### config.mk
export PLATFORM = sky130hd
export DESIGN_NAME = audio_steer_flat
export DESIGN_NICKNAME = d
export VERILOG_FILES = /design/src/rtl/audio_steer_pkg.sv /design/src/rtl/audio_steer_if.sv /design/src/rtl/audio_window_acc.sv /design/src/rtl/audio_steer.sv /design/src/flat_wrapper.sv
export SDC_FILE = /design/constraint.sdc
export NUM_CORES = 1
export LEC_CHECK = 0
export BUFFER_PORTS_ARGS = -buffer_cell sky130_fd_sc_hd__buf_2
export CORE_ASPECT_RATIO = 0.8
export CORE_MARGIN = 3
export CORE_UTILIZATION = 50
export DETAILED_ROUTE_END_ITERATION = 6
export GPL_TIMING_DRIVEN = 0
export HOLD_SLACK_MARGIN = 0.12
export PLACE_DENSITY = 0.74
export SETUP_SLACK_MARGIN = 0.5
export SLEW_MARGIN = 20
export SYNTH_ARGS = -nofsm -noshare
export SYNTH_HDL_FRONTEND = slang
export SYNTH_SLANG_ARGS = --single-unit
### constraint.sdc
create_clock -name clock -period 14.7 [get_ports clock]
set_input_delay 2.205 -clock clock [delete_from_list [all_inputs] [get_ports clock]]
set_output_delay 2.205 -clock clock [all_outputs]
set_load 0.05 [all_outputs]
### src/rtl/audio_steer_pkg.sv
// Shared definitions for the audio steering block and the step logic behind it.
package audio_pkg;

    // Controller phases: collecting a window, then evaluating/publishing it.
    typedef enum logic {
        ACCUM = 1'b0,
        EVAL  = 1'b1
    } state_e;

    // Direction encoding shared with the downstream step logic.
    localparam logic DIR_RIGHT = 1'b0;
    localparam logic DIR_LEFT  = 1'b1;

    // Datapath lanes: one accumulator per audio channel.
    localparam int NUM_LANES = 2;
    localparam int LANE_L    = 0;
    localparam int LANE_R    = 1;

endpackage

### src/rtl/audio_steer_if.sv
// Sample-in / result-out handshake bundle for audio_steer.
interface audio_steer_if #(
    parameter int WIDTH     = 12,
    parameter int VAL_WIDTH = 8
);
    logic                 in_valid;
    logic                 in_ready;
    logic [WIDTH-1:0]     intL;
    logic [WIDTH-1:0]     intR;
    logic                 out_valid;
    logic                 out_ready;
    logic                 dir;
    logic [VAL_WIDTH-1:0] val;
    logic                 move;

    // Front end / step-logic side: drives samples, consumes results.
    modport master (
        output in_valid, intL, intR, out_ready,
        input  in_ready, out_valid, dir, val, move
    );

    // Steering block side.
    modport slave (
        input  in_valid, intL, intR, out_ready,
        output in_ready, out_valid, dir, val, move
    );
endinterface

### src/rtl/audio_window_acc.sv
// Per-channel window accumulator: running sum plus sample count, cleared as
// a unit when the window result is taken.
module audio_window_acc #(
    parameter int WIDTH    = 12,
    parameter int AVG_LOG2 = 2
) (
    input  logic                      clock,
    input  logic                      reset_n,
    input  logic                      add,
    input  logic                      clr,
    input  logic [WIDTH-1:0]          din,
    output logic [WIDTH+AVG_LOG2-1:0] sum,
    output logic                      last
);
    localparam int SW = WIDTH + AVG_LOG2;
    localparam int CW = AVG_LOG2 + 1;
    localparam logic [CW-1:0] CNT_LAST = CW'((1 << AVG_LOG2) - 1);

    logic [CW-1:0] cnt;

    // Sum is sized so a full window of max-scale samples cannot overflow.
    always_ff @(posedge clock or negedge reset_n) begin
        if (!reset_n) begin
            sum <= '0;
            cnt <= '0;
        end else if (clr) begin
            sum <= '0;
            cnt <= '0;
        end else if (add) begin
            sum <= sum + SW'(din);
            cnt <= cnt + CW'(1);
        end
    end

    // High on the cycle the final sample of the window is being accepted.
    assign last = add && (cnt == CNT_LAST);

endmodule

### src/rtl/audio_steer.sv
// Window-averaged left/right intensity comparator with hysteresis, producing
// a direction, saturated step magnitude and move flag per window.
module audio_steer
    import audio_pkg::*;
#(
    parameter int WIDTH     = 12,
    parameter int AVG_LOG2  = 2,
    parameter int THRESHOLD = 100,
    parameter int HYST      = 20,
    parameter int SHIFT     = 4,
    parameter int VAL_WIDTH = 8
) (
    input  logic         clock,
    input  logic         reset_n,
    audio_steer_if.slave bus
);
    localparam int SW = WIDTH + AVG_LOG2;          // accumulator width
    localparam int MW = SW + 1;                    // signed difference width
    localparam int EW = (MW > VAL_WIDTH) ? MW : VAL_WIDTH;

    localparam logic [MW-1:0] THR_HI = MW'(THRESHOLD);
    localparam logic [MW-1:0] THR_LO = MW'(THRESHOLD - HYST);
    localparam logic [EW-1:0] VAL_MAX = EW'({VAL_WIDTH{1'b1}});

    state_e state;
    logic   run_q;
    logic   accept;
    logic   load;
    logic   window_done;

    logic [NUM_LANES-1:0][WIDTH-1:0] lane_din;
    logic [NUM_LANES-1:0][SW-1:0]    lane_sum;
    logic [NUM_LANES-1:0]            lane_last;

    logic                 out_valid_q;
    logic                 dir_q;
    logic                 move_q;
    logic [VAL_WIDTH-1:0] val_q;

    logic signed [MW-1:0] avg_l;
    logic signed [MW-1:0] avg_r;
    logic signed [MW-1:0] diff;
    logic [MW-1:0]        mag;
    logic [MW-1:0]        thr;
    logic [MW-1:0]        excess;
    logic [EW-1:0]        excess_w;
    logic                 cand_dir;
    logic                 hit;
    logic [VAL_WIDTH-1:0] val_n;

    assign lane_din[LANE_L] = bus.intL;
    assign lane_din[LANE_R] = bus.intR;

    // in_ready stays low while reset is held and for the first edge after it.
    assign bus.in_ready = run_q && (state == ACCUM);
    assign accept       = bus.in_valid && bus.in_ready;
    assign window_done  = &lane_last;
    assign load         = (state == EVAL) && (!out_valid_q || bus.out_ready);

    for (genvar g = 0; g < NUM_LANES; g++) begin : g_lane
        audio_window_acc #(
            .WIDTH    (WIDTH),
            .AVG_LOG2 (AVG_LOG2)
        ) u_acc (
            .clock   (clock),
            .reset_n (reset_n),
            .add     (accept),
            .clr     (load),
            .din     (lane_din[g]),
            .sum     (lane_sum[g]),
            .last    (lane_last[g])
        );
    end

    // Run flag: enables input acceptance once out of reset.
    always_ff @(posedge clock or negedge reset_n) begin
        if (!reset_n) run_q <= 1'b0;
        else          run_q <= 1'b1;
    end

    // Two-phase controller; EVAL waits here while the previous result is unread.
    always_ff @(posedge clock or negedge reset_n) begin
        if (!reset_n) begin
            state <= ACCUM;
        end else begin
            case (state)
                ACCUM:   if (window_done) state <= EVAL;
                EVAL:    if (load)        state <= ACCUM;
                default:                  state <= ACCUM;
            endcase
        end
    end

    // Average, difference, effective threshold and saturated step magnitude.
    always_comb begin
        avg_l    = $signed({1'b0, lane_sum[LANE_L] >> AVG_LOG2});
        avg_r    = $signed({1'b0, lane_sum[LANE_R] >> AVG_LOG2});
        diff     = avg_l - avg_r;
        mag      = diff[MW-1] ? $unsigned(-diff) : $unsigned(diff);
        cand_dir = dir_q;
        if (diff != '0) cand_dir = diff[MW-1] ? DIR_RIGHT : DIR_LEFT;
        // Hysteresis only helps when continuing a move in the same direction.
        thr      = (move_q && (cand_dir == dir_q)) ? THR_LO : THR_HI;
        hit      = mag > thr;
        excess   = (mag - thr) >> SHIFT;
        excess_w = EW'(excess);
        val_n    = (excess_w > VAL_MAX) ? VAL_WIDTH'({VAL_WIDTH{1'b1}})
                                        : excess_w[VAL_WIDTH-1:0];
    end

    // Result slot: a load wins over retirement so back-to-back results never gap.
    always_ff @(posedge clock or negedge reset_n) begin
        if (!reset_n) begin
            out_valid_q <= 1'b0;
            dir_q       <= DIR_RIGHT;
            move_q      <= 1'b0;
            val_q       <= '0;
        end else if (load) begin
            out_valid_q <= 1'b1;
            if (hit) begin
                move_q <= 1'b1;
                dir_q  <= cand_dir;
                val_q  <= val_n;
            end else begin
                move_q <= 1'b0;
                val_q  <= '0;
            end
        end else if (out_valid_q && bus.out_ready) begin
            out_valid_q <= 1'b0;
        end
    end

    assign bus.out_valid = out_valid_q;
    assign bus.dir       = dir_q;
    assign bus.move      = move_q;
    assign bus.val       = val_q;

endmodule

### src/flat_wrapper.sv
// flat-port wrapper written by rule: the top's interface ports become plain ports
module audio_steer_flat import audio_pkg::*;
#(
    parameter int WIDTH     = 12,
    parameter int AVG_LOG2  = 2,
    parameter int THRESHOLD = 100,
    parameter int HYST      = 20,
    parameter int SHIFT     = 4,
    parameter int VAL_WIDTH = 8
)
  (clock, reset_n, bus_in_valid, bus_intL, bus_intR, bus_out_ready, bus_in_ready, bus_out_valid, bus_dir, bus_val, bus_move);
  audio_steer_if #(.WIDTH(WIDTH), .VAL_WIDTH(VAL_WIDTH)) bus_i ();
  input  logic clock;
  input  logic reset_n;
  input wire logic [$bits(bus_i.in_valid)-1:0] bus_in_valid;
  input wire logic [$bits(bus_i.intL)-1:0] bus_intL;
  input wire logic [$bits(bus_i.intR)-1:0] bus_intR;
  input wire logic [$bits(bus_i.out_ready)-1:0] bus_out_ready;
  output wire logic [$bits(bus_i.in_ready)-1:0] bus_in_ready;
  output wire logic [$bits(bus_i.out_valid)-1:0] bus_out_valid;
  output wire logic [$bits(bus_i.dir)-1:0] bus_dir;
  output wire logic [$bits(bus_i.val)-1:0] bus_val;
  output wire logic [$bits(bus_i.move)-1:0] bus_move;
  assign bus_i.in_valid = bus_in_valid;
  assign bus_i.intL = bus_intL;
  assign bus_i.intR = bus_intR;
  assign bus_i.out_ready = bus_out_ready;
  assign bus_in_ready = bus_i.in_ready;
  assign bus_out_valid = bus_i.out_valid;
  assign bus_dir = bus_i.dir;
  assign bus_val = bus_i.val;
  assign bus_move = bus_i.move;
  audio_steer #(.WIDTH(WIDTH), .AVG_LOG2(AVG_LOG2), .THRESHOLD(THRESHOLD), .HYST(HYST), .SHIFT(SHIFT), .VAL_WIDTH(VAL_WIDTH)) u_core (.clock(clock), .reset_n(reset_n), .bus(bus_i));
endmodule
Yosys cells after proc, flatten, opt, wreduce, memory -nomap -nowiden

Index checks and enable logic that the tools add are counted.

Bits in registers: 47
Input bits: 28
Output and inout bits: 12
Word-level logic and storage cells: 57

$add $sub $neg: 7
Magnitude comparators: 2
Equality and inequality tests: 3
Multiplexer cells: 20
Bitwise gates (word level): 1
Reductions and logical operators: 14

Operator list:

| cell                  | count |
|---|---|
| $mux W14              | 4 |
| $add A14 B12 Y14      | 2 |
| $mux W8               | 2 |
| $gt A15 B15 Y1        | 1 |
| $mux W15              | 1 |
| $neg A15 Y15          | 1 |
| $reduce_bool A15 Y1   | 1 |
| $sub A15 B15 Y15      | 1 |
| $sub A12 B12 Y13      | 1 |
| $mux W3               | 4 |
| $gt A11 B8 Y1 const B | 1 |
| $logic_and A1 B1 Y1   | 7 |
| $mux W1               | 7 |
| $add A3 B1 Y3 const B | 2 |
| $eq A3 B2 Y1 const B  | 2 |
| $mux W6               | 1 |
| $reduce_and A2 Y1     | 2 |
| $reduce_bool A2 Y1    | 2 |
| $pmux W1 S2           | 1 |
| $eq A1 B1 Y1          | 1 |
| $logic_not A1 Y1      | 1 |
| $logic_or A1 B1 Y1    | 1 |
| $not A1 Y1            | 1 |

Depth between registers and ports, before layout

Gate-level depths: netlist of run 1.

Depth in word-level cells: 10
Mapped depth: 20
Depth with buffers taken out: 20

Hierarchy

From an unflattened synthesis of run 1, not the netlist that was laid out.

Cells, all modules: 476
Area total of the unflattened synthesis: 4182.8 um2

By module, submodules not included:

| module           | times used | cells each | area an instance (um2) | seq. area each (um2) |
|---|---|---|---|---|
| audio_window_acc | 2          | 128        | 1236.2                 | 425.4 |
| audio_steer      | 1          | 220        | 1710.4                 | 325.3 |

Least setup slack after synthesis of run 1

No wires, ideal clock.

Path type: reg2reg
Start: register u_core.g_lane[1].u_acc.sum[2]
End: register u_core.val_q[4] (netlist: u_core.bus.val[4])
Setup time: 0.127 ns
Data arrival time: 5.000 ns
Data required time: 14.573 ns
Path slack: 9.572 ns
Stages on the path, launching flop included: 20
Path buffers: 0
Period minus slack after synthesis: 5.128 ns
Cells stage by stage: dfrtp_1 -> ha_1 -> fa_1 -> nand2b_1 -> a21oi_2 -> a31oi_1 -> a211oi_2 -> nand2_1 -> or3_1 -> or2_2 -> nand2_1 -> nand3_1 -> ha_1 -> or3b_2 -> mux2i_1 -> o21ba_1 -> nor2_1 -> or4_4 -> a2111oi_4 -> nor2_1

Word-level cells in the longest chain between the ends: 10
Elaborated cells on any way between the ends: 14
Classes of those cells: add/sub (3); order compare (2); eq/ne (1); mux (6); reduce/logical (2)

Ends and longest elaborated chain:

| item                                                 | RTL line               | source |
|---|---|---|
| from (decl)                                          | audio_window_acc.sv:12 | `output logic [WIDTH+AVG_LOG2-1:0] sum,` |
| from (signal assigned)                               | audio_window_acc.sv:30 | `sum <= sum + SW'(din);` |
| $sub A12 B12 Y13 (*)                                 | audio_steer.sv:98      | `diff = avg_l - avg_r;` |
| branches (longest 8 deep; another with $neg A15 Y15) | n/a                    |  |
| $mux W8 (*)                                          | audio_steer.sv:120     | `if (hit) begin` |
| to (signal assigned)                                 | audio_steer.sv:123     | `val_q <= val_n;` |
| to (decl)                                            | audio_steer.sv:38      | `logic [VAL_WIDTH-1:0] val_q;` |

Mark *: on every way between the ends.
A chain may end at the register's enable or synchronous reset.

Final worst setup path of run 1

Start: register u_core.g_lane[1].u_acc.sum[2]
End: register u_core.val_q[3] (netlist: u_core.bus.val[3])

The elaborated chain is that of the path after synthesis.

==> impl_metrics.yaml, run 1 <==
placed_design:
  hpwl_um: 7660
  port-buffer-count: 39
  gp_congestion: 0.895
yosys:
  syn-cell-area_um2: 4170
  syn_inst: 490
  synth_cell_type_count: 67
  async_flop_share_pct: 100
  synth_seq_area_share_pct: 28.2
  synth_flop_cell: "dfrtp_1"
  syn_nets: 565
  synth_seq_cells: 47
  avgSynthCellArea_um2: 8.51
  synth_edf_count: 0
  yosysWarnings: 0
clock_tree:
  clk_latency_ns: 0.31
  cts-root-buf: "clkbuf_8"
  ctsHoldBuffers: 0
  cts_resized: 0
  cts_setup_buffers: 0
  clkTransAtPathRegs_ns: 0.09
  clock_path_buffers: 2
  cts_max_level: 2
  numCtsBuffers: 5
  clock_sinks: 47
  cts_tree: "yes"
detailed_routing:
  drt_pre_antenna_iters: 4
  drt-initial-drc-count: 230
  wire_per_inst_um: 15.3
  via_count: 3748
  drc: 0
  drt_wl_total_um: 9900
  ant_nets: 0
  viasPerCell: 5.81
die:
  die-width_um: 108
  design.core.area_um2: 8020
  ios: 40
  initial_core_util_pct: 52.0
  fp.dieH_um: 87.7
  die_area_um2: 9470
  num_rows: 29
timing:
  final_hold_viol_count: 0
  fin_crit_sh_pct: 39.1
  tightestPinTransition_ns: 0.703
  relSlewSlack_pct: 52.5
  period_needed_ns: 5.75
  fmax_ghz: 0.174
  drv_slew: 0
  grt_setup_unrepaired: "no"
  finalSetupViolCount: 0
  tns_ns: 0
  fin_skew_ns: 0.0112
grt:
  use_met3_pct: 3.10
  first_global_vias: 3627
  antenna_found_initial: 0
  grt_max_degree: 48
  grt_first_pass_wirelength_um: 16700
  grtUsageMet1_pct: 30.7
  grt_busiest_layer: "met2"
  overflow: 0
  grt_util_met2_pct: 35.6
  track_usage_pct: 21.7
hold_path:
  hold_class: "reg -> reg"
setup_path:
  critPathCaptureType: "register"
  worstPathArrival_ns: 5.94
  path_max_fanout: 7
  required_ns: 14.89
  critical_path.startpoint_type: "register"
  crit_type: "reg -> reg"
run_status:
  outcome: "finished clean"
final_layout:
  num_antenna_cells: 0
  filler_cell_count: 731
  area_growth_pct: 10.4
  layout_commonest_cell: "nand2_1"
  layout.nets: 611
  final_cell_mix: "nand2_1, dfrtp_1, ha_1"
  final_layout_size_suffix_gt1_share_pct: 12.3
run:
  maxCapViolCount: 0
==> state kept, by name, summed over array words and instances (netlist names) <==
register / cells
u_core.bus.move: 1
u_core.g_lane.u_acc.sum: 28
u_core.g_lane.u_acc.cnt: 6
u_core.bus.dir: 1
u_core.bus.out_valid: 1
u_core.bus.val: 8
u_core.run_q: 1
u_core.state: 1
==> critical path: stages, from the launching register on <==
cell and delay (ns):
dfrtp_1 0.43, ha_1 0.26, fa_1 0.43, nand2b_1 0.23
a21oi_2 0.28, a31oi_1 0.14, a211oi_2 0.48, nand2_1 0.21
or3_1 0.40, or2_2 0.35, nand2_1 0.07, nand3_1 0.12
ha_1 0.26, or3b_2 0.46, mux2i_1 0.19, o21ba_1 0.18
nor2_1 0.13, or4_4 0.57, xor2_1 0.35, o21ai_1 0.10
==> worst paths after layout <==
check	endpoint	from	slack [ns]	depth (start not counted)
max in group asynchronous	u_core.g_lane[0].u_acc.sum[5]	reset_n	12.37	1
worst min-delay path	u_core.bus.val[6]	u_core.bus.val[6]	0.48	2
worst min register to register	u_core.bus.val[6]	u_core.bus.val[6]	0.48	2
worst max-delay path	u_core.bus.val[3]	u_core.g_lane[1].u_acc.sum[2]	8.95	19
min in group asynchronous	u_core.bus.val[1]	reset_n	1.91	1
worst max register to register	u_core.bus.val[3]	u_core.g_lane[1].u_acc.sum[2]	8.95	19
==> final cells by class <==
type                            count  area, um^2  share of cell area (%)
Clock inverter                      2        16.3                   0.354
Sequential cell                    47        1180                    25.6
Multi-Input combinational cell    400        2810                    61.0
Tap cell                          108         135                    2.94
Clock buffer                        6        82.6                    1.80
Inverter                           31         116                    2.53
Timing Repair Buffer               39         198                    4.30
Buffer                             12        68.8                    1.50
==> synthesized netlist by cell type (all sizes together) (3+ instances only) <==
library cell	count	area [um^2]
a211o	4	35.0
a211oi	3	27.5
a21boi	4	30.0
a21o	8	60.1
a21oi	25	136
a22o	6	52.6
a22oi	6	45.0
a41oi	5	51.3
and2	6	37.5
and3	3	18.8
buf	5	42.5
clkbuf	7	26.3
dfrtp	47	1180
fa	3	60.1
ha	44	551
inv	31	116
mux2i	3	30.0
nand2	63	236
nand2b	9	56.3
nand3	8	40.0
nor2	38	145
nor2b	6	37.5
nor3	7	35.0
o211ai	3	22.5
o21a	5	37.5
o21ai	45	225
o221ai	3	26.3
o31ai	8	70.1
o41ai	4	35.0
or2	3	18.8
or3	6	37.5
xnor2	21	191
xor2	21	184
==> cells by family after synthesis <==
group                      count (synthesis)  share of synthesized area, %
AOI/OAI and AO/OA                        150                          25.3
xor gates and xnor gates                  42                          9.01
adders and majority gates                 47                          14.7
buffers and inverters                     43                          4.44
DFF                                       47                          28.2
muxes                                      3                         0.721
other                                      1                        0.0900
and+or+nand+nor                          157                          17.5
==> through the flow <==
stage | area (um^2) | instances | hold WS [ns] | util [%] | setup WS (ns)
CTS | 4600 | 645 | 0.484 | 57.3 | 8.99
global route | 4600 | 645 | 0.497 | 57.4 | 8.63
detailed placement | 4500 | 637 | 0.461 | 56.1 | 9.01
finish | 4600 | 645 | 0.483 | 57.4 | 8.95
floorplan | 4170 | 490 | 0.450 | - | 9.57
global placement | 4500 | 637 | 0.446 | 56.1 | 9.08
==> per-layer routing <==
layer	wire, um	share of wire [%]
met3	504	5.1
met5	0	0
met1	4860	49
met2	4420	45
met4	121	1.2
Power of run 1 is not shown: default switching activity piles up to over one toggle a cycle in this logic, so the estimate is an artifact.
==> run 2: changes to the inputs <==
==> constraint.sdc (replaced) <==
create_clock -name clock -period 5.5 [get_ports clock]
set_input_delay 0.825 -clock clock [delete_from_list [all_inputs] [get_ports clock]]
set_output_delay 0.825 -clock clock [all_outputs]
set_load 0.05 [all_outputs]
==> impl_metrics.yaml, run 2 (same netlist as run 1, synthesis figures left out) <==
clock_tree:
  cts-root-buf: "clkbuf_8"
  ctsHoldBuffers: 0
  cts_tree: "yes"
  clk_latency_ns: 0.31
  clock_sinks: 47
  clock_path_buffers: 2
  numCtsBuffers: 5
  cts_max_level: 2
  clkTransAtPathRegs_ns: 0.09
placed_design:
  gp_congestion: 0.895
  dp_slack_ns: -0.0114
  dpl_cell_area_um2: 4520
  port-buffer-count: 39
  dp_cells: 637
  hpwl_um: 7880
grt:
  grt_first_pass_wirelength_um: 18000
  overflow: 0
  first_global_vias: 3818
  antenna_found_initial: 0
  grt_max_degree: 48
  track_usage_pct: 23.4
final_layout:
  layout_commonest_cell: "nand2_1"
  largest_reg_flops: 28
  num_antenna_cells: 0
  final_cells: 666
  post-route-util_pct: 61.8
  layout.nets: 632
  largest_register: "u_core.g_lane.u_acc.sum"
  final_cell_mix: "nand2_1, dfrtp_1, o21ai_0, buf_2, ha_1"
  area_growth_pct: 19.0
  final_layout_size_suffix_gt1_share_pct: 20.1
  fin_area_um2: 4960
die:
  num_rows: 29
  initial_core_util_pct: 52.0
  ios: 40
  die-width_um: 108
  die_area_um2: 9470
  fp.dieH_um: 87.7
  design.core.area_um2: 8020
detailed_routing:
  drt_pre_antenna_iters: 5
  ant_nets: 0
  wire_per_inst_um: 15.8
  drt_wl_total_um: 10500
  via_count: 3871
  drt-initial-drc-count: 203
  drc: 0
  viasPerCell: 5.81
timing:
  finalSetupViolCount: 0
  fmax_ghz: 0.203
  tightestPinTransition_ns: 0.681
  fin_skew_ns: 0.0109
  period_needed_ns: 4.94
  grt_setup_unrepaired: "yes"
  relSlewSlack_pct: 54.0
  setup_slack_ns: 0.564
  final_hold_viol_count: 0
  drv_slew: 0
  fin_crit_sh_pct: 89.7
setup_path:
  required_ns: 5.70
  worstPathArrival_ns: 5.14
  critPathCaptureType: "register"
  path_max_fanout: 6
  crit_type: "reg -> reg"
  critical_path.startpoint_type: "register"
run:
  maxCapViolCount: 0
hold_path:
  hold_class: "reg -> reg"
run_status:
  outcome: "finished clean"
[run 2: cell count changes in the layout (fill, tap and decap cells not counted), moves of 3 or more]
cell	previous run	this run
buf_4	1	22
nor2_4	0	3
ha_2	0	3
ha_4	0	4
ha_1	44	37
nor2_1	37	34
[run 2: area by class of cell]
cell class	count	area [um^2]
Timing Repair Buffer	60	355
Buffer	12	75.1
Fill cell	696	3060
Tap cell	108	135
Sequential cell	47	1180
Clock buffer	5	68.8
Multi-Input combinational cell	400	3010
Clock inverter	3	22.5
Inverter	31	116
[run 2: worst max-delay path: stages (launching register included)]
cell and delay [ns]:
dfrtp_2 0.40, inv_1 0.05, ha_1 0.30, nor2b_1 0.14, o2111ai_2 0.23, a311oi_2 0.18, or3_1 0.44, a211o_1 0.31
or3_4 0.34, or2_4 0.25, nand2_1 0.07, nand3_2 0.13, ha_4 0.20, or3b_4 0.40, mux2i_4 0.18, o21ba_4 0.17
nor2_4 0.06, or4_4 0.57, a2111oi_4 0.35, nor2_1 0.08
[run 2: layer usage]
layer	global-route usage, %	vias up	wire (um)
met5	0	-	0
met4	5.50	0	175
met3	4.42	14	555
met2	38.1	110	4890
met1	32.4	1855	4920
li1	-	1892	-
[run 2: worst paths after layout]
check                                                   start                             to  slack (ns)  cells past startpoint
worst max-delay path            u_core.g_lane[1].u_acc.sum[3]              u_core.bus.val[4]        0.56                     19
worst min-delay path                        u_core.bus.val[6]              u_core.bus.val[6]        0.47                      2
min in group asynchronous                             reset_n                u_core.bus.move        0.50                      1
worst max register to register  u_core.g_lane[1].u_acc.sum[3]              u_core.bus.val[4]        0.56                     19
worst min register to register              u_core.bus.val[6]              u_core.bus.val[6]        0.47                      2
max in group asynchronous                             reset_n  u_core.g_lane[1].u_acc.sum[3]        4.53                      1
[run 2: what timing repair did]
item	in CTS	in global routing
pin swaps	11	15
buffers inserted	16	5
setup endpoints to repair	9	8
resized for setup	22	16
[run 2: through the flow]
step	hold WS (ns)	setup TNS, ns
6_report	0.469	0
4_1_cts	0.472	0
2_1_floorplan	0.450	0
5_1_grt	0.508	0
3_3_place_gp	0.446	0
3_5_place_dp	0.451	-0.0194
Power of run 2 is left out for the same reason.
==> run 3: changes to the inputs <==
--- a/config.mk
+++ b/config.mk
@@ -8,11 +8,11 @@
 export BUFFER_PORTS_ARGS = -buffer_cell sky130_fd_sc_hd__buf_2
 export CORE_ASPECT_RATIO = 0.8
 export CORE_MARGIN = 3
-export CORE_UTILIZATION = 50
+export CORE_UTILIZATION = 55
 export DETAILED_ROUTE_END_ITERATION = 6
 export GPL_TIMING_DRIVEN = 0
 export HOLD_SLACK_MARGIN = 0.12
-export PLACE_DENSITY = 0.74
+export PLACE_DENSITY = 0.8
 export SETUP_SLACK_MARGIN = 0.5
 export SLEW_MARGIN = 20
 export SYNTH_ARGS = -nofsm -noshare
==> impl_metrics.yaml, run 3 (same netlist as run 1, synthesis figures left out) <==
detailed_routing:
  ant_nets: 0
  wire_per_inst_um: 16.0
  drt_wl_total_um: 10700
  via_count: 3997
  viasPerCell: 5.95
  drc: 0
  drt-initial-drc-count: 279
  drt_pre_antenna_iters: 5
die:
  initial_core_util_pct: 58.5
  die_area_um2: 8660
  die-width_um: 103
  ios: 40
  design.core.area_um2: 7130
  fp.dieH_um: 83.9
  num_rows: 27
timing:
  finalSetupViolCount: 0
  fin_skew_ns: 0.00609
  fin_crit_sh_pct: 88.5
  period_needed_ns: 4.86
  drv_slew: 0
  relSlewSlack_pct: 53.6
  tightestPinTransition_ns: 0.687
  grt_setup_unrepaired: "no"
  fmax_ghz: 0.206
  tns_ns: 0
  final_hold_viol_count: 0
clock_tree:
  numCtsBuffers: 5
  clock_sinks: 47
  clkTransAtPathRegs_ns: 0.10
  clock_path_buffers: 2
  clk_latency_ns: 0.30
  cts_max_level: 2
  cts_tree: "yes"
  cts-root-buf: "clkbuf_8"
final_layout:
  layout.nets: 645
  area_growth_pct: 22.5
  final_layout_size_suffix_gt1_share_pct: 23.3
  final_cell_mix: "nand2_1, dfrtp_1, buf_2"
  num_antenna_cells: 0
  filler_cell_count: 537
  largest_register: "u_core.g_lane.u_acc.sum"
  largest_reg_flops: 28
  layout_commonest_cell: "nand2_1"
grt:
  grt_busiest_layer: "met2"
  grt_max_degree: 48
  track_usage_pct: 25.5
  use_met3_pct: 3.84
  overflow: 0
  grt_first_pass_wirelength_um: 18000
  antenna_found_initial: 0
  grt_util_met2_pct: 41.3
  first_global_vias: 3932
  grtUsageMet1_pct: 36.0
run_status:
  outcome: "finished clean"
run:
  maxCapViolCount: 0
setup_path:
  worstPathArrival_ns: 5.06
  critPathCaptureType: "register"
  critical_path.startpoint_type: "register"
  crit_type: "reg -> reg"
  path_max_fanout: 3
  required_ns: 5.69
placed_design:
  hpwl_um: 7880
  port-buffer-count: 39
  gp_congestion: 0.888
hold_path:
  hold_class: "reg -> reg"
==> run 3: cell types whose count changed in the layout (fill, tap and decap cells not counted), moves of 2 or more <==
| cell | before | now |
|---|---|---|
| buf_4 | 22 | 34 |
| nor2_2 | 1 | 4 |
| buf_6 | 4 | 6 |
| inv_6 | 2 | 0 |
| nor2_4 | 3 | 1 |
| o21ai_0 | 38 | 36 |
| o21ai_1 | 7 | 9 |
==> run 3: final timing paths <==
check                                         startpoint  cells after the start  slack (ns)                            end
min                                    u_core.bus.val[6]                      2        0.48              u_core.bus.val[6]
min reg2reg                            u_core.bus.val[6]                      2        0.48              u_core.bus.val[6]
max                        u_core.g_lane[1].u_acc.sum[3]                     19        0.64              u_core.bus.val[4]
min in group asynchronous                        reset_n                      1        0.53  u_core.g_lane[1].u_acc.sum[2]
max reg2reg                u_core.g_lane[1].u_acc.sum[3]                     19        0.64              u_core.bus.val[4]
max in group asynchronous                        reset_n                      1        4.52  u_core.g_lane[1].u_acc.sum[3]
==> run 3: timing repair <==
action | 4_1_cts | 5_1_grt
endpoints found under the hold margin | 0 | 0
pin swaps | 18 | 20
buffers inserted | 25 | 9
endpoints found under the setup margin | 8 | 8
resized for setup | 24 | 32
hold buffers | 0 | 0
==> run 3: final cells by class <==
class,instances,area (um^2),area share (%)
multi-input combinational,400,3050,59.7
buffer,12,78.8,1.54
tap,101,126,2.47
timing repair buffer,73,460,9.02
sequential,47,1180,23.1
clock inverter,2,16.3,0.319
inverter,31,116,2.28
clock buffer,6,82.6,1.62
==> run 3: layer usage <==
layer  wire (um)  part of all wire, %
met5           0                    0
met4         147                  1.4
met2        5030                   47
met3         658                  6.1
met1        4890                   46
==> run 3: per-stage QoR <==
step | setup WS, ns | utilization, % | cells | hold WS [ns] | area, um^2
2_1_floorplan | 0.520 | - | 490 | 0.450 | 4190
3_3_place_gp | 0.101 | 63.2 | 630 | 0.446 | 4510
3_5_place_dp | 0.0174 | 63.2 | 630 | 0.455 | 4510
4_1_cts | 0.519 | 68.8 | 663 | 0.475 | 4900
5_1_grt | 0.430 | 71.6 | 672 | 0.524 | 5110
6_report | 0.635 | 71.6 | 672 | 0.479 | 5110
==> run 3: critical path: stages (launching register included) <==
cell and delay, ns:
dfrtp_2 0.44, inv_2 0.07, ha_4 0.19, nor2b_2 0.15, o2111ai_2 0.22, a311oi_2 0.17
or3_1 0.39, a211o_1 0.34, or3_4 0.34, or2_4 0.27, nand2_4 0.07, nand3_4 0.11
ha_4 0.18, or3b_4 0.38, mux2i_4 0.19, o21ba_4 0.20, nor2_4 0.04, or4_4 0.58
a2111oi_4 0.35, nor2_1 0.08
Power of run 3 is left out for the same reason.
